<file path="src/rtl/prbs7_pkg.sv">
// prbs7_pkg: shared definitions for the PRBS7 error monitor.
//   - mon_state_e      : monitor FSM state encoding (IDLE, HUNT, LOCKED)
//   - counter widths   : total error (32), word (40) and lock-loss (8) counters
//   - PRBS7_WORD_BITS  : bits per checked word, also the largest legal err_cnt
//   - clamp_err()      : limits a per-word error count to PRBS7_WORD_BITS
package prbs7_pkg;

    typedef enum logic [1:0] {
        ST_IDLE   = 2'd0,
        ST_HUNT   = 2'd1,
        ST_LOCKED = 2'd2
    } mon_state_e;

    localparam int TOTAL_ERRS_W    = 32;
    localparam int WORD_CNT_W      = 40;
    localparam int LOSS_CNT_W      = 8;
    localparam int PRBS7_WORD_BITS = 32;
    localparam int ERR_CNT_W       = 6;
    localparam int RUN_CNT_W       = 8;

    localparam logic [ERR_CNT_W-1:0] ERR_MAX = ERR_CNT_W'(PRBS7_WORD_BITS);

    // A word cannot carry more errors than it has bits; larger counts are clamped.
    function automatic logic [ERR_CNT_W-1:0] clamp_err(input logic [ERR_CNT_W-1:0] e);
        if (e > ERR_MAX) begin
            return ERR_MAX;
        end else begin
            return e;
        end
    endfunction

endpackage

</file>
<file path="src/rtl/prbs7_err_monitor_sat_counter.sv">
// sat_counter: W-bit accumulator that adds 'inc' every cycle and sticks at
// all-ones instead of wrapping. 'clr' zeroes it and wins over the add.
// Ports:
//   clk, rstn     : clock, asynchronous active-low reset
//   clr           : synchronous clear (priority over inc)
//   inc  [W-1:0]  : amount to add this cycle (0 = hold)
//   count[W-1:0]  : registered counter value
module sat_counter #(
    parameter int W = 32
) (
    input  logic         clk,
    input  logic         rstn,
    input  logic         clr,
    input  logic [W-1:0] inc,
    output logic [W-1:0] count
);

    logic [W-1:0] count_r;
    logic [W:0]   sum_s;
    logic [W-1:0] count_nxt_s;

    // Next value: clear first, else saturating add (carry-out means overflow).
    always_comb begin
        sum_s = {1'b0, count_r} + {1'b0, inc};
        if (clr) begin
            count_nxt_s = {W{1'b0}};
        end else if (sum_s[W]) begin
            count_nxt_s = {W{1'b1}};
        end else begin
            count_nxt_s = sum_s[W-1:0];
        end
    end

    // Counter register.
    always_ff @(posedge clk or negedge rstn) begin
        if (!rstn) begin
            count_r <= {W{1'b0}};
        end else begin
            count_r <= count_nxt_s;
        end
    end

    assign count = count_r;

endmodule

</file>
<file path="src/rtl/prbs7_err_monitor.sv">
// prbs7_err_monitor: lock/unlock supervisor and error accumulator for a PRBS7
// checker. err_cnt is registered (err_q) and clamped to 32; the FSM hunts for
// LOCK_WORDS clean words, then accumulates errors/words while LOCKED and drops
// back to HUNT after UNLOCK_WORDS consecutive bad words (err >= BAD_ERRS).
// Optional feature macro: PRBS7_MON_SNAPSHOT_EN adds snap / snap_errs / snap_words.
// Ports:
//   clk, rstn        : word clock, asynchronous active-low reset
//   enable           : run; low sends the FSM to IDLE on the next edge
//   clear            : synchronous zero of total_errs, word_cnt, lock_losses
//   err_cnt[5:0]     : per-word error count from the checker
//   locked           : FSM is in LOCKED
//   total_errs[31:0] : saturating sum of err_q while LOCKED
//   word_cnt[39:0]   : saturating count of words while LOCKED
//   unlock_evt       : one-cycle pulse on LOCKED->HUNT
//   lock_losses[7:0] : saturating count of unlock events
//   snap (opt)       : capture pre-update total_errs/word_cnt into snap_errs/snap_words
module prbs7_err_monitor
    import prbs7_pkg::*;
#(
    parameter int LOCK_WORDS   = 16,
    parameter int BAD_ERRS     = 8,
    parameter int UNLOCK_WORDS = 4
) (
    input  logic                    clk,
    input  logic                    rstn,
    input  logic                    enable,
    input  logic                    clear,
    input  logic [ERR_CNT_W-1:0]    err_cnt,
`ifdef PRBS7_MON_SNAPSHOT_EN
    input  logic                    snap,
    output logic [TOTAL_ERRS_W-1:0] snap_errs,
    output logic [WORD_CNT_W-1:0]   snap_words,
`endif
    output logic                    locked,
    output logic [TOTAL_ERRS_W-1:0] total_errs,
    output logic [WORD_CNT_W-1:0]   word_cnt,
    output logic                    unlock_evt,
    output logic [LOSS_CNT_W-1:0]   lock_losses
);

    localparam logic [RUN_CNT_W-1:0] LOCK_LIM   = RUN_CNT_W'(LOCK_WORDS);
    localparam logic [RUN_CNT_W-1:0] UNLOCK_LIM = RUN_CNT_W'(UNLOCK_WORDS);
    localparam logic [ERR_CNT_W-1:0] BAD_LIM    = ERR_CNT_W'(BAD_ERRS);

    logic [ERR_CNT_W-1:0]    err_q_r;
    mon_state_e              state_r;
    logic [RUN_CNT_W-1:0]    hunt_cnt_r;
    logic [RUN_CNT_W-1:0]    bad_cnt_r;
    logic                    locked_r;
    logic                    unlock_evt_r;

    logic [ERR_CNT_W-1:0]    err_c_s;
    logic                    in_locked_s;
    logic                    bad_word_s;
    logic                    hunt_done_s;
    logic                    unlock_now_s;
    logic [TOTAL_ERRS_W-1:0] total_inc_s;
    logic [WORD_CNT_W-1:0]   word_inc_s;
    logic [LOSS_CNT_W-1:0]   loss_inc_s;

    // Input register: every decision below works on the registered count.
    always_ff @(posedge clk or negedge rstn) begin
        if (!rstn) begin
            err_q_r <= {ERR_CNT_W{1'b0}};
        end else begin
            err_q_r <= err_cnt;
        end
    end

    // Decode the current word and the transition conditions.
    always_comb begin
        err_c_s      = clamp_err(err_q_r);
        in_locked_s  = (state_r == ST_LOCKED);
        bad_word_s   = (err_c_s >= BAD_LIM);
        // The enable check matters: enable=0 sends LOCKED to IDLE, not HUNT, so no unlock event.
        hunt_done_s  = (state_r == ST_HUNT) && (err_c_s == {ERR_CNT_W{1'b0}})
                       && ((hunt_cnt_r + 8'd1) == LOCK_LIM);
        unlock_now_s = enable && in_locked_s && bad_word_s
                       && ((bad_cnt_r + 8'd1) == UNLOCK_LIM);
        if (in_locked_s) begin
            total_inc_s = TOTAL_ERRS_W'(err_c_s);
            word_inc_s  = {{(WORD_CNT_W-1){1'b0}}, 1'b1};
        end else begin
            total_inc_s = {TOTAL_ERRS_W{1'b0}};
            word_inc_s  = {WORD_CNT_W{1'b0}};
        end
        if (unlock_now_s) begin
            loss_inc_s = {{(LOSS_CNT_W-1){1'b0}}, 1'b1};
        end else begin
            loss_inc_s = {LOSS_CNT_W{1'b0}};
        end
    end

    // Monitor FSM with its run-length counters and registered status outputs.
    always_ff @(posedge clk or negedge rstn) begin
        if (!rstn) begin
            state_r      <= ST_IDLE;
            hunt_cnt_r   <= {RUN_CNT_W{1'b0}};
            bad_cnt_r    <= {RUN_CNT_W{1'b0}};
            locked_r     <= 1'b0;
            unlock_evt_r <= 1'b0;
        end else begin
            unlock_evt_r <= unlock_now_s;
            if (!enable) begin
                state_r    <= ST_IDLE;
                hunt_cnt_r <= {RUN_CNT_W{1'b0}};
                bad_cnt_r  <= {RUN_CNT_W{1'b0}};
                locked_r   <= 1'b0;
            end else begin
                case (state_r)
                    ST_IDLE: begin
                        state_r    <= ST_HUNT;
                        hunt_cnt_r <= {RUN_CNT_W{1'b0}};
                        bad_cnt_r  <= {RUN_CNT_W{1'b0}};
                        locked_r   <= 1'b0;
                    end
                    ST_HUNT: begin
                        if (hunt_done_s) begin
                            state_r    <= ST_LOCKED;
                            hunt_cnt_r <= {RUN_CNT_W{1'b0}};
                            locked_r   <= 1'b1;
                        end else if (err_c_s == {ERR_CNT_W{1'b0}}) begin
                            hunt_cnt_r <= hunt_cnt_r + 8'd1;
                        end else begin
                            hunt_cnt_r <= {RUN_CNT_W{1'b0}};
                        end
                    end
                    ST_LOCKED: begin
                        if (unlock_now_s) begin
                            state_r   <= ST_HUNT;
                            bad_cnt_r <= {RUN_CNT_W{1'b0}};
                            locked_r  <= 1'b0;
                        end else if (bad_word_s) begin
                            bad_cnt_r <= bad_cnt_r + 8'd1;
                        end else begin
                            bad_cnt_r <= {RUN_CNT_W{1'b0}};
                        end
                    end
                    default: begin
                        state_r    <= ST_IDLE;
                        hunt_cnt_r <= {RUN_CNT_W{1'b0}};
                        bad_cnt_r  <= {RUN_CNT_W{1'b0}};
                        locked_r   <= 1'b0;
                    end
                endcase
            end
        end
    end

    sat_counter #(.W(TOTAL_ERRS_W)) u_total_errs (
        .clk   (clk),
        .rstn  (rstn),
        .clr   (clear),
        .inc   (total_inc_s),
        .count (total_errs)
    );

    sat_counter #(.W(WORD_CNT_W)) u_word_cnt (
        .clk   (clk),
        .rstn  (rstn),
        .clr   (clear),
        .inc   (word_inc_s),
        .count (word_cnt)
    );

    sat_counter #(.W(LOSS_CNT_W)) u_lock_losses (
        .clk   (clk),
        .rstn  (rstn),
        .clr   (clear),
        .inc   (loss_inc_s),
        .count (lock_losses)
    );

`ifdef PRBS7_MON_SNAPSHOT_EN
    logic [TOTAL_ERRS_W-1:0] snap_errs_r;
    logic [WORD_CNT_W-1:0]   snap_words_r;

    // Snapshot takes the accumulator values as they stand before this edge's update.
    always_ff @(posedge clk or negedge rstn) begin
        if (!rstn) begin
            snap_errs_r  <= {TOTAL_ERRS_W{1'b0}};
            snap_words_r <= {WORD_CNT_W{1'b0}};
        end else if (snap) begin
            snap_errs_r  <= total_errs;
            snap_words_r <= word_cnt;
        end else begin
            snap_errs_r  <= snap_errs_r;
            snap_words_r <= snap_words_r;
        end
    end

    assign snap_errs  = snap_errs_r;
    assign snap_words = snap_words_r;
`endif

    assign locked     = locked_r;
    assign unlock_evt = unlock_evt_r;

endmodule

</file>
<file path="config.mk">
export PLATFORM = sky130hd
export DESIGN_NAME = prbs7_err_monitor
export DESIGN_NICKNAME = d
export VERILOG_FILES = /design/src/rtl/prbs7_pkg.sv /design/src/rtl/prbs7_err_monitor_sat_counter.sv /design/src/rtl/prbs7_err_monitor.sv
export SDC_FILE = /design/constraint.sdc
export NUM_CORES = 1
export LEC_CHECK = 0
export BUFFER_PORTS_ARGS = -buffer_cell sky130_fd_sc_hd__buf_2
export CAP_MARGIN = 10
export CORE_ASPECT_RATIO = 2
export CORE_MARGIN = 2
export CORE_UTILIZATION = 60
export CTS_CLUSTER_DIAMETER = 150
export DETAILED_ROUTE_END_ITERATION = 8
export PLACE_DENSITY = 0.81
export SETUP_SLACK_MARGIN = 0.4
export SYNTH_ARGS = -nofsm -noshare
export SYNTH_HDL_FRONTEND = slang
export SYNTH_HIERARCHICAL = 1
export SYNTH_SLANG_ARGS = --single-unit
export TNS_END_PERCENT = 1
</file>
<file path="constraint.sdc">
create_clock -name clk -period 4.49 [get_ports clk]
set_input_delay 0.6735 -clock clk [delete_from_list [all_inputs] [get_ports clk]]
set_output_delay 0.6735 -clock clk [all_outputs]
set_load 0.05 [all_outputs]
</file>
Word-level counts from Yosys, hierarchy flattened
Index checks and enable logic that the tools add are counted.

operators by class
  equal/unequal tests = 8
  add/subtract/negate cells = 5
  order comparisons = 2
  reduce and logical (&&, ||, !) cells = 8
  muxes and demuxes = 26

operators by type and width
  cell                                                                number
  2-to-1 mux 40 bit                                                   2
  2-to-1 mux 32 bit                                                   2
  2-to-1 mux 8 bit                                                    8
  adder 40 x 1 -> 41 bit                                              1
  adder 32 x 6 -> 33 bit                                              1
  one-hot mux 8 bit (2 select lines)                                  2
  adder 8 x 1 -> 8 bit (second input constant)                        2
  2-to-1 mux 6 bit                                                    2
  adder 8 x 1 -> 9 bit                                                1
  == test 8 x 3 -> 1 bit (second input constant)                      1
  == test 8 x 5 -> 1 bit (second input constant)                      1
  greater-or-equal comparator 6 x 4 -> 1 bit (second input constant)  1
  > comparator 6 bit (second input constant)                          1
  logical NOT 6 bit                                                   1
  2-to-1 mux 2 bit                                                    3
  one-hot mux 2 bit (3 select lines)                                  1
  logical AND 1 bit                                                   5
  2-to-1 mux 1 bit                                                    5
  inequality test 2 bit (second input constant)                       2
  inequality test 3 x 2 -> 1 bit (second input constant)              1
  inequality test 3 bit (second input constant)                       1
  == test 2 x 1 -> 1 bit (second input constant)                      1
  == test 2 bit (second input constant)                               1
  logical NOT 2 bit                                                   1
  2 further kinds                                                     2

storage, ports and cells
  bits in registers = 106
  input port bits = 10

Logic depth before layout (Yosys ltp)
  depth in word-level cells = 9
  mapped depth = 15
  mapped depth without buffers = 14

Cells and area by module
Netlist, hierarchy kept.

modules (own cells, without submodules)
  module                       cells each  instances  area an instance (um2)
  sat_counter (u_word_cnt)     422         1          3704.8
  sat_counter (u_total_errs)   300         1          2676.3
  prbs7_err_monitor            123         1          1239.9
  sat_counter (u_lock_losses)  57          1          596.8

Least setup slack after synthesis
OpenSTA, ideal clock, no wires.

  kind = register to register
  start = reg state_r[1]
  end = reg u_total_errs.count_r[1], in the netlist u_total_errs/count[1]
  required time = 4.354 ns
  setup slack = 0.690 ns
  arrival time = 3.664 ns
  period minus slack after synthesis = 3.800 ns
  stages on the path, launching flop included = 16
  cell sequence = dfrtp_1 -> and2b_1 -> nor2b_1 -> and2_1 -> ha_1 -> fa_1 -> a211oi_2 -> o21bai_1 -> o41ai_2 -> a211oi_1 -> a211oi_2 -> o21ai_2 -> and3b_4 -> o32ai_4 -> buf_6 -> a21oi_1

between the ends
  word-level cells in the longest chain between the ends = 5

ends and longest elaborated chain
  element                          RTL line                             RTL
  start: declaration               prbs7_err_monitor.sv:46              mon_state_e state_r;
  start signal: assignment         prbs7_err_monitor.sv:97              state_r <= ST_IDLE;
  start signal: assignment         prbs7_err_monitor.sv:105             state_r <= ST_IDLE;
  start signal: assignment         prbs7_err_monitor.sv:112             state_r <= ST_HUNT;
  == test 2 bit                    prbs7_err_monitor.sv:73              in_locked_s = (state_r == ST_LOCKED);
  net in_locked_s                  prbs7_err_monitor.sv:53              logic in_locked_s;
  2-to-1 mux 6 bit                 prbs7_err_monitor.sv:80              if (in_locked_s) begin
  net total_inc_s[0]               prbs7_err_monitor.sv:57              logic [TOTAL_ERRS_W-1:0] total_inc_s;
  adder 32 x 6 -> 33 bit           prbs7_err_monitor_sat_counter.sv:24  sum_s = {1'b0, count_r} + {1'b0, inc};
  2-to-1 mux 32 bit                prbs7_err_monitor_sat_counter.sv:27  end else if (sum_s[W]) begin
  2-to-1 mux 32 bit                prbs7_err_monitor_sat_counter.sv:25  if (clr) begin
  net u_total_errs.count_nxt_s[1]  prbs7_err_monitor_sat_counter.sv:20  logic [W-1:0] count_nxt_s;
  end signal: assignment           prbs7_err_monitor_sat_counter.sv:37  count_r <= {W{1'b0}};
  end signal: assignment           prbs7_err_monitor_sat_counter.sv:39  count_r <= count_nxt_s;
  end: declaration                 prbs7_err_monitor_sat_counter.sv:18  logic [W-1:0] count_r;

The timed path passes the listed nets, and every way through them passes these cells.
A chain may end at the register's enable or synchronous reset.

Worst setup path in the final report
  start = reg state_r[1]
  end = reg u_total_errs.count_r[12], in the netlist u_total_errs/count[12]

The elaborated chain is that of the path after synthesis.

==> flow_summary_export.csv <==
group,metric,value,unit
routing,vias,7519,
routing,viasPerCell,6.18,
die,num_rows,60,
clocking,htreeDepth,3,
synth,seq_area_frac_synth,0.320,
routing,wl,21000,um
placed_design,place_inst,1194,
critical_path,critical_path_buf_inv_count,3,
final_layout,drive_above_1_share,0.166,
synth,synth_flop_cell,"dfrtp_1",
routing,wl_per_cell,17.2,um
die,die_w,86.8,um
die,start_util,0.612,
global_routing,track_usage,0.291,
die,core,0.0134,mm^2
critical_path,startpoint,"state_r[1]",
global_routing,grt-ovfl-total,0,
critical_path,crit_type,"register to register",
timing,finClkSkew,0.0108,ns
critical_path,max_stage_delay,0.41,ns
global_routing,antenna_found_initial,1,
critical_path,cp-endpoint,"u_total_errs/count[12]",
critical_path,cp_num_cells,17,
critical_path,worst_path_max_delay_cell,"dfrtp_1",
synth,synth-edff-count,0,
critical_path,path_cells,"and2b_1 -> nor2b_1 -> and2_1 -> ha_1 -> fa_2 -> a211oi_2 -> o21bai_1 -> o41ai_2 -> a211oi_1 -> a211oi_2 -> buf_4 -> o21ai_2 -> and3b_4 -> o32ai_4 -> buf_12 -> clkbuf_4 -> a21oi_1",
power,peakVddDrop,548,uV
synth,netlist_area,0.00822,mm^2
die,die_h,170,um
timing,period_minus_slack,3.89,ns
die,io_pins,92,
global_routing,grt_max_degree,82,
critical_path,cp.required,4.67,ns
critical_path,r2r_slack,0.60,ns
clocking,clock-sinks,105,
timing,slew_viol_final,0,
placed_design,io_buffers,91,
clocking,cts_tree,"done",
clocking,cts_inserted_buffers,9,
synth,synth_warnings,6,
routing,dr.pass1.iters,7,
critical_path,reg2reg_to,"u_total_errs/count[12]",
critical_path,timing.rr.start,"state_r[1]",
placed_design,dp_hpwl,16000,um
critical_path,start_kind,"register",
final_layout,final_net_count,1152,
global_routing,grt_pass1_vias,7609,
timing,worstMarginPinSlew,1.02,ns
timing,finalCritPeriodShare,0.867,
timing,maxSlewHeadroom,0.322,
clocking,path_clk_slew,0.08,ns
clocking,clock_path_buffers,2,
final_layout,antenna_cells,0,
routing,ant_nets,0,
global_routing,grt_pass1_wl,34400,um
critical_path,path_max_fanout,8,
clocking,clockRootBuffer,"clkbuf_16",
final_layout,syn2layout_area_growth,13.9,%
clocking,cts_hold_buffers,0,
final_layout,fill_cells,1161,
power,power,0.00734,W
timing,finalSetupTns,0,ns
critical_path,cp_top_family,"compound AO/OA/AOI/OAI gates",
critical_path,critPathMostFrequentCell,"a211oi_2",
critical_path,endpoint_kind,"register",
flow_run,maxCapViolCount,0,
critical_path,ff2ff_path_depth,17,
critical_path,cp.arrival,4.08,ns
timing,holdWs,0.421,ns
outcome,status,"complete, no violations",
synth,synthCells,902,
synth,ys_async_sr_fraction,1.00,
min_path,hp-class,"input port to register",
timing,rsz0062_at_grt,"yes",
timing,hold_viol,0,
die,die_area,0.0147,mm^2
timing,setup_viol,0,
final_layout,final_cells,1216,
synth,synth_cell_types,79,
power,p_leak,4.57,nW
routing,route.detailed.drc,0,
synth,post_synth.cell_area_avg,9.11,um^2
routing,drtIter0Drc,343,
clocking,clkLatencyLatePin,0.35,ns
synth,ys_ff_latch,105,
power,p_per_area,784,mW/mm^2
placed_design,gp_congestion,0.917,
timing,clock.fmax,0.257,GHz
==> Yosys cell counts, types with 5 or more instances <==
master	n	share of area
a2111oi_0	7	0.0075
a211o_1	5	0.0053
a211oi_1	12	0.011
a21o_1	30	0.027
a21oi_1	131	0.080
a21oi_2	21	0.022
a31o_2	5	0.0053
a31oi_1	16	0.012
and2_1	11	0.0084
and3_1	10	0.0076
buf_6	5	0.0069
clkbuf_1	21	0.0096
dfrtp_1	105	0.32
ha_1	83	0.13
inv_1	32	0.015
nand2_1	66	0.030
nand2b_1	5	0.0038
nand3_1	27	0.016
nand4_1	8	0.0061
nor2_1	43	0.020
nor2b_1	7	0.0053
nor3_1	16	0.0097
o211ai_1	9	0.0082
o21ai_0	44	0.027
o21bai_1	12	0.011
o31ai_1	7	0.0064
or3_1	5	0.0038
xnor2_1	43	0.046
xor2_1	28	0.030
==> where the power goes <==
part           switching [W]  total, W  internal (W)
Sequential          0.000202   0.00147       0.00126
Clock               0.000398  0.000793      0.000395
Combinational        0.00337   0.00508       0.00171
==> how the worst min path moves through the flow <==
stage                             start       endpoint  slack, ns  depth (start not counted)
after floorplan                    rstn   bad_cnt_r[0]       0.38                          0
after global placement    hunt_cnt_r[7]  hunt_cnt_r[7]       0.52                          2
after detailed placement  hunt_cnt_r[5]  hunt_cnt_r[5]       0.53                          1
after CTS                    err_cnt[4]     err_q_r[4]       0.40                          1
after global routing         err_cnt[4]     err_q_r[4]       0.40                          1
final                        err_cnt[4]     err_q_r[4]       0.42                          1
==> cell usage in the layout, fill, tap and decap left out, drive strengths merged, types with 28 or more instances in the layout <==
| cell type | n |
|---|---|
| nand2 | 66 |
| a21oi | 152 |
| conb | 74 |
| nor2 | 43 |
| a21o | 31 |
| dfrtp | 105 |
| ha | 83 |
| xor2 | 28 |
| o21ai | 47 |
| inv | 37 |
| xnor2 | 43 |
| buf | 101 |
==> kinds of logic (layout without fill, tap and decap cells) <==
kind of cell / Yosys count / count (layout) / synth area share
and+or+nand+nor: 221 / 221 / 0.134
adders and majority gates: 86 / 86 / 0.134
buffers and inverters: 64 / 150 / 0.0381
AOI/OAI and AO/OA: 351 / 351 / 0.294
DFF: 105 / 105 / 0.320
xor gates and xnor gates: 71 / 71 / 0.0757
other: 1 / 74 / 0.000456
muxes: 3 / 3 / 0.00426
==> metrics by stage <==
stage | utilization | cell area, um^2 | worst slack (ns)
CTS | 0.693 | 9320 | 0.481
floorplan | - | 8490 | 0.690
finish | 0.697 | 9360 | 0.599
global placement | 0.670 | 9000 | 0.457
detailed placement | 0.670 | 9000 | 0.333
global route | 0.697 | 9360 | 0.376
==> worst reg2reg max path, delay by kind of cell (launching register included) <==
| kind | cells | cell delay, ns |
|---|---|---|
| adder cells (fa/ha/maj) | 2 | 0.63 |
| flip-flops | 1 | 0.41 |
| buffers and inverters | 3 | 0.51 |
| AND/OR/NAND/NOR | 4 | 0.73 |
| AO/OA/AOI/OAI | 8 | 1.45 |
==> registers in the layout, summed over array words and instances (netlist names) <==
name and cells:
u_lock_losses/count 8, unlock_evt 1, u_word_cnt/count 40, err_q_r 6
bad_cnt_r 8, hunt_cnt_r 8, u_total_errs/count 32, state_r 2
==> cell type report <==
class	instances	area [um^2]	area share
inverter	32	120	0.0128
clock inverter	7	71.3	0.00762
timing repair buffer	102	572	0.0611
clock buffer	9	225	0.0241
tap	155	194	0.0207
sequential	105	2630	0.281
multi-input combinational	806	5550	0.593
==> metal layers <==
metal | vias to the layer above | global-route usage | routed length (um)
met2 | 216 | 0.567 | 11800
met3 | 70 | 0.0413 | 739
met5 | - | 0 | 13
met1 | 3623 | 0.278 | 7310
li1 | 3608 | - | -
met4 | 2 | 0.160 | 1070
==> timing repair <==
item	CTS	global route
gates resized for setup	0	4
hold endpoints to repair	0	0
gates cloned	0	1
setup endpoints to repair	18	37
setup buffers	2	3
pin swaps	1	2
Note: power is estimated with default switching activity, not from simulation.
